## src/rtl/md_issue_queue_pkg.sv

```systemverilog
// md_pkg: op codes, FSM encoding and queue entry layout shared by the
// mult/div issue queue and its FIFO.
package md_pkg;

  localparam logic [2:0] OP_NOP   = 3'd0;
  localparam logic [2:0] OP_MULT  = 3'd1;
  localparam logic [2:0] OP_MULTU = 3'd2;
  localparam logic [2:0] OP_DIV   = 3'd3;
  localparam logic [2:0] OP_DIVU  = 3'd4;
  localparam logic [2:0] OP_MTHI  = 3'd5;
  localparam logic [2:0] OP_MTLO  = 3'd6;

  // 3-bit op + rs + rt
  localparam int ENTRY_W = 3 + 32 + 32;

  typedef enum logic [1:0] {
    S_IDLE   = 2'd0,
    S_ISSUE  = 2'd1,
    S_SETTLE = 2'd2,
    S_WAIT   = 2'd3
  } state_t;

  typedef struct packed {
    logic [2:0]  op;
    logic [31:0] a;
    logic [31:0] b;
  } md_entry_t;

  // NOP and the unused codes complete the handshake but are never queued
  function automatic logic op_real(input logic [2:0] op);
    return (op >= OP_MULT) && (op <= OP_MTLO);
  endfunction

  // moves finish in the unit immediately, so they skip SETTLE/WAIT
  function automatic logic op_move(input logic [2:0] op);
    return (op == OP_MTHI) || (op == OP_MTLO);
  endfunction

endpackage

```

## src/rtl/md_issue_queue_fifo.sv

```systemverilog
// mdq_fifo: DEPTH x ENTRY_W storage with wrap-bit pointers. The extra top
// pointer bit separates full from empty; occupancy is the pointer difference.
module mdq_fifo
  import md_pkg::*;
#(
  parameter int DEPTH = 4
) (
  input  logic                     clk,
  input  logic                     reset,
  input  logic                     push,
  input  logic                     pop,
  input  logic [ENTRY_W-1:0]       wdata,
  output logic [ENTRY_W-1:0]       rdata,
  output logic                     full,
  output logic                     empty,
  output logic [$clog2(DEPTH):0]   count
);

  localparam int PW = $clog2(DEPTH) + 1;

  logic [ENTRY_W-1:0] mem [DEPTH];
  logic [PW-1:0]      wptr, rptr;

  assign count = wptr - rptr;
  assign empty = (wptr == rptr);
  assign full  = (count == PW'(DEPTH));
  assign rdata = mem[rptr[PW-2:0]];

  // pointer update; both may move in the same cycle
  always_ff @(posedge clk or negedge reset) begin
    if (!reset) begin
      wptr <= '0;
      rptr <= '0;
    end else begin
      if (push) wptr <= wptr + 1'b1;
      if (pop)  rptr <= rptr + 1'b1;
    end
  end

  // storage write; contents are only visible through rptr, so no reset
  always_ff @(posedge clk) begin
    if (push) mem[wptr[PW-2:0]] <= wdata;
  end

endmodule

```

## src/rtl/md_issue_queue.sv

```systemverilog
// md_issue_queue: buffers mult/div/mthi/mtlo ops from E and issues them one
// at a time to the iterative mult/div unit. Optional macro MDQ_BYPASS_EN lets
// an op into an empty, idle queue load the issue registers directly.
module md_issue_queue
  import md_pkg::*;
#(
  parameter int DEPTH = 4
) (
  input  logic                   clk,
  input  logic                   reset,
  input  logic                   in_valid,
  input  logic [2:0]             in_op,
  input  logic [31:0]            in_a,
  input  logic [31:0]            in_b,
  output logic                   in_ready,
  input  logic                   req,
  input  logic                   xalu_busy,
  output logic                   out_valid,
  output logic [2:0]             out_op,
  output logic [31:0]            out_a,
  output logic [31:0]            out_b,
  output logic                   hilo_pending,
  output logic [$clog2(DEPTH):0] occupancy
);

  state_t    state, state_nx;
  md_entry_t in_ent, head, out_ent;
  logic      full, empty, accept, push, pop, bypass;

  assign in_ent   = '{op: in_op, a: in_a, b: in_b};
  // registered occupancy only: no combinational path from a pop to in_ready
  assign in_ready = !full && !req;
  assign accept   = in_valid && in_ready;
  assign pop      = (state == S_IDLE) && !empty && !req;

`ifdef MDQ_BYPASS_EN
  assign bypass = accept && op_real(in_op) && empty && (state == S_IDLE);
`else
  assign bypass = 1'b0;
`endif

  assign push = accept && op_real(in_op) && !bypass;

  mdq_fifo #(.DEPTH(DEPTH)) u_fifo (
    .clk   (clk),
    .reset (reset),
    .push  (push),
    .pop   (pop),
    .wdata (in_ent),
    .rdata (head),
    .full  (full),
    .empty (empty),
    .count (occupancy)
  );

  // FSM state register
  always_ff @(posedge clk or negedge reset) begin
    if (!reset) state <= S_IDLE;
    else        state <= state_nx;
  end

  // next state; xalu_busy is only looked at in WAIT
  always_comb begin
    state_nx = state;
    case (state)
      S_IDLE:   if (pop || bypass) state_nx = S_ISSUE;
      S_ISSUE:  if (!req) state_nx = op_move(out_ent.op) ? S_IDLE : S_SETTLE;
      S_SETTLE: state_nx = S_WAIT;
      S_WAIT:   if (!xalu_busy) state_nx = S_IDLE;
      default:  state_nx = S_IDLE;
    endcase
  end

  // issue registers: loaded from the FIFO head, or from E on bypass
  always_ff @(posedge clk or negedge reset) begin
    if (!reset)      out_ent <= '0;
    else if (pop)    out_ent <= head;
    else if (bypass) out_ent <= in_ent;
  end

  assign out_valid    = (state == S_ISSUE);
  assign out_op       = out_ent.op;
  assign out_a        = out_ent.a;
  assign out_b        = out_ent.b;
  assign hilo_pending = !empty || (state != S_IDLE);

endmodule

```

## config.mk

```make
export PLATFORM = sky130hd
export DESIGN_NAME = md_issue_queue
export DESIGN_NICKNAME = d
export VERILOG_FILES = /design/src/rtl/md_issue_queue_pkg.sv /design/src/rtl/md_issue_queue_fifo.sv /design/src/rtl/md_issue_queue.sv
export SDC_FILE = /design/constraint.sdc
export NUM_CORES = 1
export LEC_CHECK = 0
export ABC_CLOCK_PERIOD_IN_PS = 4600
export CAP_MARGIN = 15
export CORE_MARGIN = 2
export CORE_UTILIZATION = 50
export DETAILED_ROUTE_END_ITERATION = 10
export HOLD_SLACK_MARGIN = 0.08
export PLACE_DENSITY_LB_ADDON = 0.3
export SLEW_MARGIN = 20
export SYNTH_ARGS = -nofsm -noshare
export SYNTH_HDL_FRONTEND = slang
export SYNTH_SLANG_ARGS = --single-unit
```

## constraint.sdc

```tcl
create_clock -name clk -period 4.6 [get_ports clk]
set_input_delay 1.38 -clock clk [delete_from_list [all_inputs] [get_ports clk]]
set_output_delay 1.38 -clock clk [all_outputs]
set_load 0.03 [all_outputs]
```

[Yosys cells after proc, flatten, opt, wreduce, memory -nomap -nowiden]
Memory sizes are Yosys's and may differ from the RTL's. A register that Yosys moved wholly into a read port is not among the register bits.
Index checks and enable logic that the tools add are counted.
Operators by class
  shift-type cells: 0
  bitwise gates (word level): 0
  muxes and demuxes: 7
  multipliers: 0
  reduce and logical (&&, ||, !) cells: 15
  div/mod/pow operators: 0
  eq/ne operators: 10
  $lt $le $gt $ge: 2
  add/subtract/negate cells: 3
Operator list (number)
  3-bit equality test (second input constant): 3
  2-bit two-way mux: 4
  2-bit case mux with 4 select lines: 1
  3-bit by 1-bit adder with 3-bit output (second input constant): 2
  1-bit logical AND: 6
  2-bit inequality test (second input constant): 3
  2-bit equality test (second input constant): 2
  1-bit zero test: 4
  3-bit equality test: 1
  3-bit by 1-bit >= comparator with 1-bit output (second input constant): 1
  3-bit less-or-equal comparator (second input constant): 1
  3-bit AND reduction: 1
  3-bit subtractor: 1
  2-bit by 1-bit equality test with 1-bit output (second input constant): 1
  2-bit zero test: 1
  1-bit logical OR: 2
  1-bit two-way mux: 2
  2-bit nonzero test: 1
Word-level totals
  word-level logic and storage cells: 41
  register bits: 8
  bits in latches: 0
  output and inout port bits: 73
  memories: 1
  input bits: 72
  bits in writable memories: 268
  ROM bits: 0
Memory list
  u_fifo.mem: depth 4, bits a word 67, rd ports 1, clocked after memory_dff 1, wr ports 1, RTL line md_issue_queue_fifo.sv:21  | logic [ENTRY_W-1:0] mem [DEPTH];

[Depth between registers and ports, before layout]
Gate-level depths: netlist of run 1.
  depth after elaboration: 8
  depth in mapped cells: 9
  gate-level depth less buffers: 7

[By module]
Synthesis of run 1 repeated with hierarchy kept, for this count alone.
Second synthesis, totals
  cell total of the unflattened synthesis: 548
  area, all modules: 12733.5 sq um
Modules (own cells, without submodules)
  mdq_fifo: seq. area each 8197.9 sq um, area each 10098.4 sq um, instances 1, cells an instance 389
  md_issue_queue: seq. area each 1726.7 sq um, area each 2635.0 sq um, instances 1, cells an instance 159

[Least setup slack after synthesis of run 1]
No wires, ideal clock.
  path type: reg-to-reg
  start: register u_fifo.wptr[0]
  end: memory u_fifo.mem[3][0] (netlist bit) (enable)
  setup time: 0.459 ns
  path buffers: 0
  period minus slack after synthesis: 4.368 ns
  data required time: 4.141 ns
  arrival: 3.910 ns
  stages on the path, launching flop included: 7
  setup slack: 0.232 ns
  cell sequence: dfrtp_1 -> inv_1 -> ha_1 -> fa_1 -> xor3_1 -> and3_1 -> nor4b_4
Between the ends
  cells in the longest elaborated chain, start to end: 8
Ends and longest elaborated chain
  start: declaration: RTL line md_issue_queue_fifo.sv:22  | logic [PW-1:0] wptr, rptr;
  start signal: assignment: RTL line md_issue_queue_fifo.sv:35  | if (push) wptr <= wptr + 1'b1;
  3-bit subtractor: RTL line md_issue_queue_fifo.sv:24  | assign count = wptr - rptr;
  via occupancy[2]: RTL line md_issue_queue.sv:23  | output logic [$clog2(DEPTH):0] occupancy
  3-bit equality test: RTL line md_issue_queue_fifo.sv:26  | assign full = (count == PW'(DEPTH));
  1-bit zero test: RTL line md_issue_queue.sv:32  | assign in_ready = !full && !req;
  1-bit logical AND: RTL line md_issue_queue.sv:32
  1-bit logical AND: RTL line md_issue_queue.sv:33  | assign accept = in_valid && in_ready;
  1-bit logical AND: RTL line md_issue_queue.sv:42  | assign push = accept && op_real(in_op) && !bypass;
  1-bit two-way mux: RTL line md_issue_queue_fifo.sv:42  | if (push) mem[wptr[PW-2:0]] <= wdata;
  1-bit two-way mux (implied by the code): RTL line md_issue_queue_fifo.sv:42
  end: declaration: RTL line md_issue_queue_fifo.sv:21
The timed path passes the listed nets, and every way through them passes these cells.

[Worst setup path in the final report of run 1]
  start: register u_fifo.wptr[0]
  end: output port in_ready
Between the ends
  cells in the longest elaborated chain, start to end: 4
Ends and longest elaborated chain
  3-bit subtractor: RTL line md_issue_queue_fifo.sv:24
  3-bit equality test: RTL line md_issue_queue_fifo.sv:26
  1-bit zero test: RTL line md_issue_queue.sv:32
  1-bit logical AND: RTL line md_issue_queue.sv:32
  end: declaration: RTL line md_issue_queue.sv:15  | output logic in_ready,
No other way between the ends.

==> run metrics, run 1 <==
outcome finished clean; number of hold-slack violations in the final timing report 0; Via-to-Cell Ratio 5.44; Post-CTS Repair Setup Buffers 0; wire length of the first global-routing pass about 36000 microns; number of standard cells in the layout, taps in and fillers out 1072; top fanout value on the critical path 4; H-tree lvl count 2; number of CTS-inserted buffers 35; part of the Yosys area used for sequential elements 77.9%; gate family responsible for the most delay along the worst path buffers and inverters; HPWL Detailed 13300 microns; final weighted congestion in routability-driven placement approximately 0.77; number of antenna violations at the first check in global routing 2; setup repair after global routing missed its margin false; count of boundary I/O pins 145; P_int a little over 0.007 W; Layout area overhead 22.9%; cells traversed along the worst timing path inv_1, ha_1, fa_1, xor3_1, and3_1, nor2_1, clkdlybuf4s50_1; post-synth top area cell sky130_fd_sc_hd__edfxtp_1; total number of clock tree sinks approximately 340; CTS clk-pin slew, worst paths 0.06 ns; count of yosys warnings during synthesis 0; largest net degree at the start of global routing 76; slowest stage cell, crit path sky130_fd_sc_hd__clkdlybuf4s50_1; power dissipated by switching net loads about 0.0032 W; detailed-route DRC error count 0; data arrival at the endpoint of the critical path 2.90 ns; standard cell core area between 0.02 and 0.03 sq mm; total power 0.0103 W; Root Buffer Master sky130_fd_sc_hd__clkbuf_16; Hold Path Class reg2reg; capturing element type of the critical path output port; NumNets Final 796; Synth area leaders sky130_fd_sc_hd__edfxtp_1 (63%), sky130_fd_sc_hd__dfrtp_1 (15%), sky130_fd_sc_hd__mux4_2 (12%); post-synthesis instance area 0.0127 sq mm; leftover overflow at the end of global routing 0; detailed-route via count between 5k and 6k; Async SR Flop Fraction 21.9%; maximum resistive drop on vdd 0.000381 V; number of setup violations in the final report 0; count of cell types in the netlist 32; sort of element at the start of the critical path flip-flop; combined global-route utilization of all metal layers 17.6%; Most used DFF post-synth sky130_fd_sc_hd__edfxtp_1; period utilisation layout 93.1%; power density over the cells 660 mW/mm^2; Hold-fix buffers, CTS 0; number of buffer cells added on primary ports 144; clk_skew between 0.006 and 0.007 ns; sequential cell fraction of total power 41.0%; number of register bits inferred by synthesis 343; per-instance average area after synthesis between 20 and 25 sq um; post-DR wirelength/cell roughly 21 microns; number of cells upsized or downsized after cts 0; Total Negative Setup Slacks 0 ns; total count of max-transition violations in the final report 0; Slew headroom 33.3%; Period minus WS final between 4 and 5 ns; worst setup path class reg2out; count of TritonRoute iterations in the first routing pass 5; number of DRC markers in iteration 0 391; Post-synth EDFFs ~270; switching portion of total power 30.5%; antenna-violating nets left 0; Die ar. 0.0268 sq mm; transition time of the tightest slew-check pin 1.00 ns; Placed Instances 1009; vias in the first global route 6318; sum of routed wire length over all layers 22900 microns; worst path buffer plus inverter count 2; f_max between 200 and 250 MHz; post-synthesis instance total ~550; die boundary height roughly 160 microns; nets in the synthesized netlist ~630; Rows 58; required time worst endpoint 3.22 ns; clock tree from TritonCTS yes; most common cell after layout, fill and taps aside sky130_fd_sc_hd__edfxtp_1; combinational share of power 34.0%; proportion of layout cells with a drive suffix above 1 26.6%; area fraction of the dominant cell type after synthesis a little over three fifths; maximum count of clock buffers along a single path 3; max-capacitance violation count 0; power share of the clock group 25.1%; delay of the slowest cell on the worst path 0.70 ns; Static Leak 5.34 nW; floorplan die width roughly 160 microns; Skew-Pair Late Insertion Delay ~0.49 ns; Initial Utilization between 50% and 60%; commonest cells after routing, fill and taps aside sky130_fd_sc_hd__edfxtp_1 (268), sky130_fd_sc_hd__clkdlybuf4s50_1 (143), sky130_fd_sc_hd__dfrtp_1 (73)
[cell usage after synthesis, types with 2 or more instances]
cell and count:
sky130_fd_sc_hd__xor2_1 3, sky130_fd_sc_hd__nand3_1 3, sky130_fd_sc_hd__buf_6 7, sky130_fd_sc_hd__mux4_2 67, sky130_fd_sc_hd__buf_1 2, sky130_fd_sc_hd__edfxtp_1 268, sky130_fd_sc_hd__mux2_2 62, sky130_fd_sc_hd__clkbuf_1 7
sky130_fd_sc_hd__mux2_1 6, sky130_fd_sc_hd__or2_2 2, sky130_fd_sc_hd__ha_1 7, sky130_fd_sc_hd__dfrtp_1 75, sky130_fd_sc_hd__a21oi_1 2, sky130_fd_sc_hd__buf_2 6, sky130_fd_sc_hd__xnor2_1 3, sky130_fd_sc_hd__nand2_1 3
sky130_fd_sc_hd__inv_1 6, sky130_fd_sc_hd__and2_1 3
[logic make-up after synthesis]
group | Yosys count | synth area share (%)
flip-flops | 343 | 77.9
multiplexers | 136 | 17.9
buffers and inverters | 29 | 1.36
AND/OR/NAND/NOR | 18 | 0.992
adder cells (fa/ha/maj) | 8 | 0.844
XOR/XNOR | 7 | 0.599
AO/OA/AOI/OAI | 5 | 0.403
[sequential cells by signal (all words and copies together), names as in the netlist, named ones only]
register and flops:
u_fifo.mem 268, out_a 32, out_b 32, out_op 3, u_fifo.rptr 3, u_fifo.wptr 3, state 1
[routing by layer]
layer	global-route usage (%)	share of wire [%]	up-vias
li1	-	-	2559
met1	23.9	43	3031
met2	29.1	49	210
met3	4.42	6.9	28
met4	4.31	1.7	0
met5	0	0	-
[stage by stage]
stage	hold WS [ns]	area (sq um)	setup WS [ns]	util, %
global placement	0.461	14600	0.604	58.1
CTS	0.494	15700	0.286	62.4
detailed placement	0.482	14600	0.591	58.1
global route	0.506	15700	0.206	62.4
floorplan	0.448	12700	0.232	-
finish	0.487	15700	0.317	62.4
[power by group through the flow]
| stage | sequential (W) | combinational (W) | clock (W) |
|---|---|---|---|
| 6_report | 0.00424 | 0.00352 | 0.00259 |
| 5_1_grt | 0.00431 | 0.00376 | 0.00277 |
| 4_1_cts | 0.00425 | 0.00358 | 0.00265 |
| 3_5_place_dp | 0.00430 | 0.00356 | 0 |
| 3_3_place_gp | 0.00426 | 0.00353 | 0 |
| 2_1_floorplan | 0.00485 | 0.00176 | 0 |
[final timing paths]
check                                            from                           to  slack (ns)  cells past startpoint
setup reg to reg           u_fifo.wptr[0]$_DFFE_PN0P_  u_fifo.mem[0][27]$_DFFE_PP_        1.57                      8
hold / removal                   state[0]$_DFFE_PN0P_         state[0]$_DFFE_PN0P_        0.49                      1
max in group asynchronous                       reset   u_fifo.rptr[1]$_DFFE_PN0P_        3.09                      1
setup / recovery           u_fifo.wptr[0]$_DFFE_PN0P_                     in_ready        0.32                      7
min in group asynchronous                       reset        out_b[18]$_DFFE_PN0P_        0.93                      1
hold reg to reg                  state[0]$_DFFE_PN0P_         state[0]$_DFFE_PN0P_        0.49                      1
[final cells by class]
type,instances,area [sq um]
inverter,6,22.5
antenna,1,2.50
fill,1764,9440
tap,330,413
clock inverter,10,43.8
multi-input combinational,174,2650
clock buffer,52,1010
timing repair buffer,156,1590
sequential,343,9930
No activity file was read; power rests on OpenSTA's default activity.
==> run 2, diff against run 1 <==
--- a/config.mk
+++ b/config.mk
@@ -7,8 +7,7 @@
 export LEC_CHECK = 0
 export ABC_CLOCK_PERIOD_IN_PS = 4600
 export CAP_MARGIN = 15
-export CORE_MARGIN = 2
-export CORE_UTILIZATION = 50
+export CORE_UTILIZATION = 56
 export DETAILED_ROUTE_END_ITERATION = 10
 export HOLD_SLACK_MARGIN = 0.08
 export PLACE_DENSITY_LB_ADDON = 0.3
==> run metrics, run 2 (synthesis results as in run 1) <==
Rows 54 (-6.9%); final weighted congestion in routability-driven placement 0.746 (-3.5%); count of TritonRoute iterations in the first routing pass 5 (unchanged); Initial Utilization 57.7% (+6.9 points); number of cells upsized or downsized after cts 0 (unchanged); Total Negative Setup Slacks 0 ns (unchanged); post-DR wirelength/cell 22.3 microns (+4.7%); total count of max-transition violations in the final report 0 (unchanged); cell count of the worst hold path 1 (unchanged); logic depth of the worst path, buffers included 7 (unchanged); Root Buffer Master sky130_fd_sc_hd__clkbuf_16; transition time of the tightest slew-check pin 1.01 ns (+0.00783 ns); worst setup slack after placement 0.587 ns (-0.00347 ns); number of CTS-inserted buffers 34 (-2.9%); filler instances 1300 (-26%); HPWL Detailed 13400 microns (+0.43%); worst path buffer plus inverter count 2 (unchanged); cells traversed along the worst timing path inv_1, ha_1, fa_1, xor3_1, and3_1, nor2_1, clkdlybuf4s50_1; NumNets Final 793 (-0.38%); top fanout value on the critical path 4 (unchanged); final hold slack 0.491 ns (+0.00349 ns); die boundary height 153 microns (-6.6%); data arrival at the endpoint of the critical path 2.90 ns (about the same); capturing element type of the critical path output port; maximum resistive drop on vdd 0.000404 V (+5.9%); number of setup violations in the final report 0 (unchanged); total area of sequential cells 0.00993 sq mm (unchanged); setup repair after global routing missed its margin false; sort of element at the start of the critical path flip-flop; worst setup margin 0.316 ns (-0.00110 ns); number of buffer cells added on primary ports 144 (unchanged); clk_skew 0.00942 ns (+0.00297 ns); Skew-Pair Late Insertion Delay 0.50 ns (about the same); maximum count of clock buffers along a single path 3 (unchanged); gate family responsible for the most delay along the worst path buffers and inverters; vias in the first global route 6269 (-0.78%); standard cell core area 0.0221 sq mm (-12%); number of DRC markers in iteration 0 320 (-18%); Static Leak 5.32 nW (-0.24%); total power 0.0103 W (about the same); detailed-route via count 5907 (+1.4%); Hold-fix buffers, CTS 0 (unchanged); period utilisation layout 93.1% (about the same); floorplan die width 153 microns (-6.6%); CTS clk-pin slew, worst paths 0.06 ns (about the same); FF-to-FF Start u_fifo.wptr[0]$_DFFE_PN0P_; worst setup path class reg2out; min-delay src out_a[2]$_DFFE_PN0P_; detailed-route DRC error count 0 (unchanged); clock tree from TritonCTS yes; power density over the cells 663 mW/mm^2 (+0.46%); sum of routed wire length over all layers 22800 microns (-0.45%); most common cell after layout, fill and taps aside sky130_fd_sc_hd__edfxtp_1; Via-to-Cell Ratio 5.80 (+6.6%); Post-CTS Repair Setup Buffers 0 (unchanged); largest net degree at the start of global routing 72 (-5.3%); combined global-route utilization of all metal layers 20.3% (+2.6 points); number of antenna violations at the first check in global routing 0 (-2); Die ar. 0.0234 sq mm (-13%); area taken by multi-input logic gates 0.00265 sq mm (unchanged); outcome finished clean; Period minus WS final 4.28 ns (+0.00110 ns); Layout area overhead 22.3%; critical path launch point u_fifo.wptr[0]$_DFFE_PN0P_; leftover overflow at the end of global routing 0 (unchanged); commonest cells after routing, fill and taps aside sky130_fd_sc_hd__edfxtp_1 (268), sky130_fd_sc_hd__clkdlybuf4s50_1 (143), sky130_fd_sc_hd__dfrtp_1 (73); count of boundary I/O pins 145 (unchanged); slowest stage cell, crit path sky130_fd_sc_hd__clkdlybuf4s50_1; required time worst endpoint 3.22 ns (about the same); total number of clock tree sinks 343 (unchanged); number of standard cells in the layout, taps in and fillers out 1019 (-4.9%); max-capacitance violation count 0 (unchanged); proportion of layout cells with a drive suffix above 1 26.7% (+0.072 points); Reg2Reg Depth 8 (unchanged); antenna-violating nets left 0 (unchanged); wire length of the first global-routing pass 35400 microns (-0.41%); Slew headroom 32.8% (-0.52 points); delay of the slowest cell on the worst path 0.69 ns (about the same); Placed Instances 957 (-5.2%); number of hold-slack violations in the final timing report 0 (unchanged); final antenna diode count 0 (-1); Hold Path Class reg2reg; f_max 233 MHz (about the same); flip-flop count of the largest register, all copies and words added 268 (unchanged); H-tree lvl count 2 (unchanged)
-- run 2: worst register-to-register path, stage by stage, from the launching register on --
cell and delay (ns):
sky130_fd_sc_hd__dfrtp_1 0.39, sky130_fd_sc_hd__inv_1 0.12, sky130_fd_sc_hd__ha_1 0.22, sky130_fd_sc_hd__fa_1 0.37
sky130_fd_sc_hd__xor3_1 0.20, sky130_fd_sc_hd__and3_1 0.28, sky130_fd_sc_hd__nor3_4 0.29, sky130_fd_sc_hd__and2_4 0.48
sky130_fd_sc_hd__buf_12 0.33
-- run 2: final timing paths --
path / to / slack, ns
worst max-delay path: in_ready / 0.32
worst max register to register: u_fifo.mem[1][30]$_DFFE_PP_ / 1.56
worst min register to register: out_a[2]$_DFFE_PN0P_ / 0.49
worst min-delay path: out_a[2]$_DFFE_PN0P_ / 0.49
max in group asynchronous: out_b[27]$_DFFE_PN0P_ / 2.86
min in group asynchronous: out_b[18]$_DFFE_PN0P_ / 0.95
-- run 2: where the power goes --
part | leakage [nW] | internal, W | switching, W
Combinational | 1.49 | 0.00169 | 0.00183
Clock | 0.517 | 0.00149 | 0.00108
Sequential | 3.31 | 0.00397 | 0.000267
Total | 5.32 | 0.00715 | 0.00318
-- run 2: metrics by stage --
stage | utilization, % | area (sq um)
global route | 70.5 | 15600
global placement | 65.8 | 14500
CTS | 70.5 | 15600
floorplan | - | 12700
finish | 70.5 | 15600
detailed placement | 65.8 | 14500
-- run 2: layout make-up --
type                    count  area share [%]
flip-flops and latches    343            63.7
multi-input cells         174            17.0
repair buffers            154            10.1
clock buffers              50            6.32
well taps                 280            2.25
clock inverters            12           0.385
inverters                   6           0.145
-- run 2: layer usage --
| metal | vias up | global-route usage, % | part of all wire (%) |
|---|---|---|---|
| li1 | 2557 | - | - |
| met5 | - | 0 | 0 |
| met1 | 3115 | 26.7 | 41 |
| met4 | 0 | 6.20 | 2.1 |
| met3 | 36 | 5.08 | 6.2 |
| met2 | 199 | 33.7 | 51 |
==> run 3, diff against run 2 <==
--- a/config.mk
+++ b/config.mk
@@ -7,7 +7,7 @@
 export LEC_CHECK = 0
 export ABC_CLOCK_PERIOD_IN_PS = 4600
 export CAP_MARGIN = 15
-export CORE_UTILIZATION = 56
+export CORE_UTILIZATION = 42
 export DETAILED_ROUTE_END_ITERATION = 10
 export HOLD_SLACK_MARGIN = 0.08
 export PLACE_DENSITY_LB_ADDON = 0.3
==> run metrics, run 3 (synthesis results as in run 1) <==
global routing met1 resource utilization 21.2% (-5.5 points); maximum count of clock buffers along a single path 3 (unchanged); critical path launch point u_fifo.wptr[0]$_DFFE_PN0P_; commonest cells after routing, fill and taps aside sky130_fd_sc_hd__edfxtp_1 (268), sky130_fd_sc_hd__clkdlybuf4s50_1 (143), sky130_fd_sc_hd__dfrtp_1 (73); transition time of the tightest slew-check pin 1.03 ns (+0.0218 ns); worst setup path class reg2out; wire length of the first global-routing pass 37100 microns (+4.8%); total count of max-transition violations in the final report 0 (unchanged); Hold Path Class reg2reg; Skew-Pair Late Insertion Delay 0.50 ns (about the same); data arrival at the endpoint of the critical path 2.91 ns (about the same); required time worst endpoint 3.22 ns (about the same); gate family responsible for the most delay along the worst path buffers and inverters; number of buffer cells added on primary ports 144 (unchanged); total number of clock tree sinks 343 (unchanged); capturing element type of the critical path output port; clk_skew 0.0105 ns (+0.00110 ns); sum of routed wire length over all layers 23500 microns (+3.4%); setup repair after global routing missed its margin false; H-tree lvl count 2 (unchanged); Die ar. 0.0310 sq mm (+33%); power share of the clock group 25.5% (+0.6 points); Slew headroom 31.4% (-1.5 points); max-capacitance violation count 0 (unchanged); number of DRC markers in iteration 0 401 (+25%); f_max 233 MHz (-0.25%); number of standard cells in the layout, taps in and fillers out 1137 (+12%); CTS clk-pin slew, worst paths 0.06 ns (about the same); switching portion of total power 30.6% (-0.16 points); slowest stage cell, crit path sky130_fd_sc_hd__clkdlybuf4s50_1; flip-flop count of the largest register, all copies and words added 268 (unchanged); number of hold-slack violations in the final timing report 0 (unchanged); outcome finished clean; cell count of the worst hold path 1 (unchanged); largest net degree at the start of global routing 69 (-4.2%); standard cell core area 0.0297 sq mm (+35%); post-DR wirelength/cell 20.7 microns (-7.3%); FF-to-FF Start u_fifo.wptr[0]$_DFFE_PN0P_; number of cells upsized or downsized after cts 0 (unchanged); combined global-route utilization of all metal layers 15.9% (-4.3 points); top fanout value on the critical path 4 (unchanged); detailed-route DRC error count 0 (unchanged); Placed Instances 1071 (+12%); global route hottest layer met2; cells traversed along the worst timing path inv_1, ha_1, fa_1, xor3_1, and3_1, nor2_1, clkdlybuf4s50_1; sequential cell fraction of total power 40.4% (-0.6 points); period utilisation layout 93.4% (+0.23 points); combinational share of power 34.1% (about the same); sort of element at the start of the critical path flip-flop; clock tree from TritonCTS yes; detailed-route via count 5845 (-1.0%); count of boundary I/O pins 145 (unchanged); antenna-violating nets left 0 (unchanged); Initial Utilization 42.9% (-15 points); leftover overflow at the end of global routing 0 (unchanged); maximum resistive drop on vdd 0.000378 V (-6.4%); P_int 0.00724 W (+1.3%); Reg2Reg Depth 8 (unchanged); logic depth of the worst path, buffers included 7 (unchanged); Total Negative Setup Slacks 0 ns (unchanged); Via-to-Cell Ratio 5.14 (-11%); delay of the slowest cell on the worst path 0.68 ns (about the same); HPWL Detailed 14200 microns (+6.0%); min-delay src state[0]$_DFFE_PN0P_; die boundary height 176 microns (+15%); worst path buffer plus inverter count 2 (unchanged); power dissipated by switching net loads 0.00320 W (+0.51%); Hold-fix buffers, CTS 0 (unchanged); vias in the first global route 6434 (+2.6%); power density over the cells 662 mW/mm^2 (-0.26%); Period minus WS final 4.29 ns (+0.0106 ns); floorplan die width 176 microns (+15%); proportion of layout cells with a drive suffix above 1 26.6% (-0.045 points); NumNets Final 798 (+0.63%); number of antenna violations at the first check in global routing 1 (+1); Static Leak 5.35 nW (+0.47%); met2 track demand over resource in global routing 26.1% (-7.6 points); met3 capacity usage during global routing 3.75% (-1.3 points); Rows 63 (+17%); final weighted congestion in routability-driven placement 0.732 (-1.9%); number of setup violations in the final report 0 (unchanged); count of TritonRoute iterations in the first routing pass 4 (-1); Root Buffer Master sky130_fd_sc_hd__clkbuf_16; Layout area overhead 23.9%; Post-CTS Repair Setup Buffers 0 (unchanged); most common cell after layout, fill and taps aside sky130_fd_sc_hd__edfxtp_1; number of CTS-inserted buffers 35 (+2.9%)
run 3: per-layer routing:
metal | vias up | wire, microns
met5 | - | 0
met4 | 0 | 447
met3 | 39 | 1480
met2 | 164 | 11500
met1 | 3071 | 10100
li1 | 2571 | -
run 3: worst reg2reg max path, cell delays in order (launching register included):
cell and delay (ns):
sky130_fd_sc_hd__dfrtp_1 0.37, sky130_fd_sc_hd__inv_1 0.11, sky130_fd_sc_hd__ha_1 0.21, sky130_fd_sc_hd__fa_1 0.39
sky130_fd_sc_hd__xor3_1 0.23, sky130_fd_sc_hd__and3_1 0.30, sky130_fd_sc_hd__nor3_4 0.31, sky130_fd_sc_hd__and2_4 0.55
sky130_fd_sc_hd__buf_4 0.31
run 3: metrics by stage:
stage	util (%)	worst slack (ns)	hold slack, ns	power (W)	cell area [sq um]
5_1_grt	53.1	0.192	0.520	0.0110	15800
3_5_place_dp	49.4	0.599	0.483	0.00791	14700
3_3_place_gp	49.4	0.587	0.463	0.00782	14700
2_1_floorplan	-	0.232	0.448	0.00661	12700
4_1_cts	53.1	0.271	0.491	0.0106	15800
6_report	53.1	0.305	0.493	0.0104	15800
run 3: final timing paths:
path / endpoint / slack (ns)
setup / recovery: in_ready / 0.31
hold / removal: state[0]$_DFFE_PN0P_ / 0.49
setup reg to reg: u_fifo.mem[2][43]$_DFFE_PP_ / 1.52
hold reg to reg: state[0]$_DFFE_PN0P_ / 0.49
max in group asynchronous: out_b[29]$_DFFE_PN0P_ / 2.82
min in group asynchronous: out_a[2]$_DFFE_PN0P_ / 0.94
run 3: layout make-up:
class	count	area [sq um]
Timing Repair Buffer	158	1590
Clock buffer	54	1020
Sequential cell	343	9930
Inverter	6	22.5
Tap cell	390	488
Multi-Input combinational cell	174	2650
Fill cell	2286	13900
Antenna cell	3	7.51
Clock inverter	9	66.3
run 3: power groups by stage:
stage          Clock, W  Sequential (W)  Combinational (W)
6_report        0.00266         0.00422            0.00356
5_1_grt         0.00285         0.00429            0.00381
4_1_cts         0.00274         0.00423            0.00364
3_5_place_dp          0         0.00429            0.00361
3_3_place_gp          0         0.00425            0.00357
2_1_floorplan         0         0.00485            0.00176
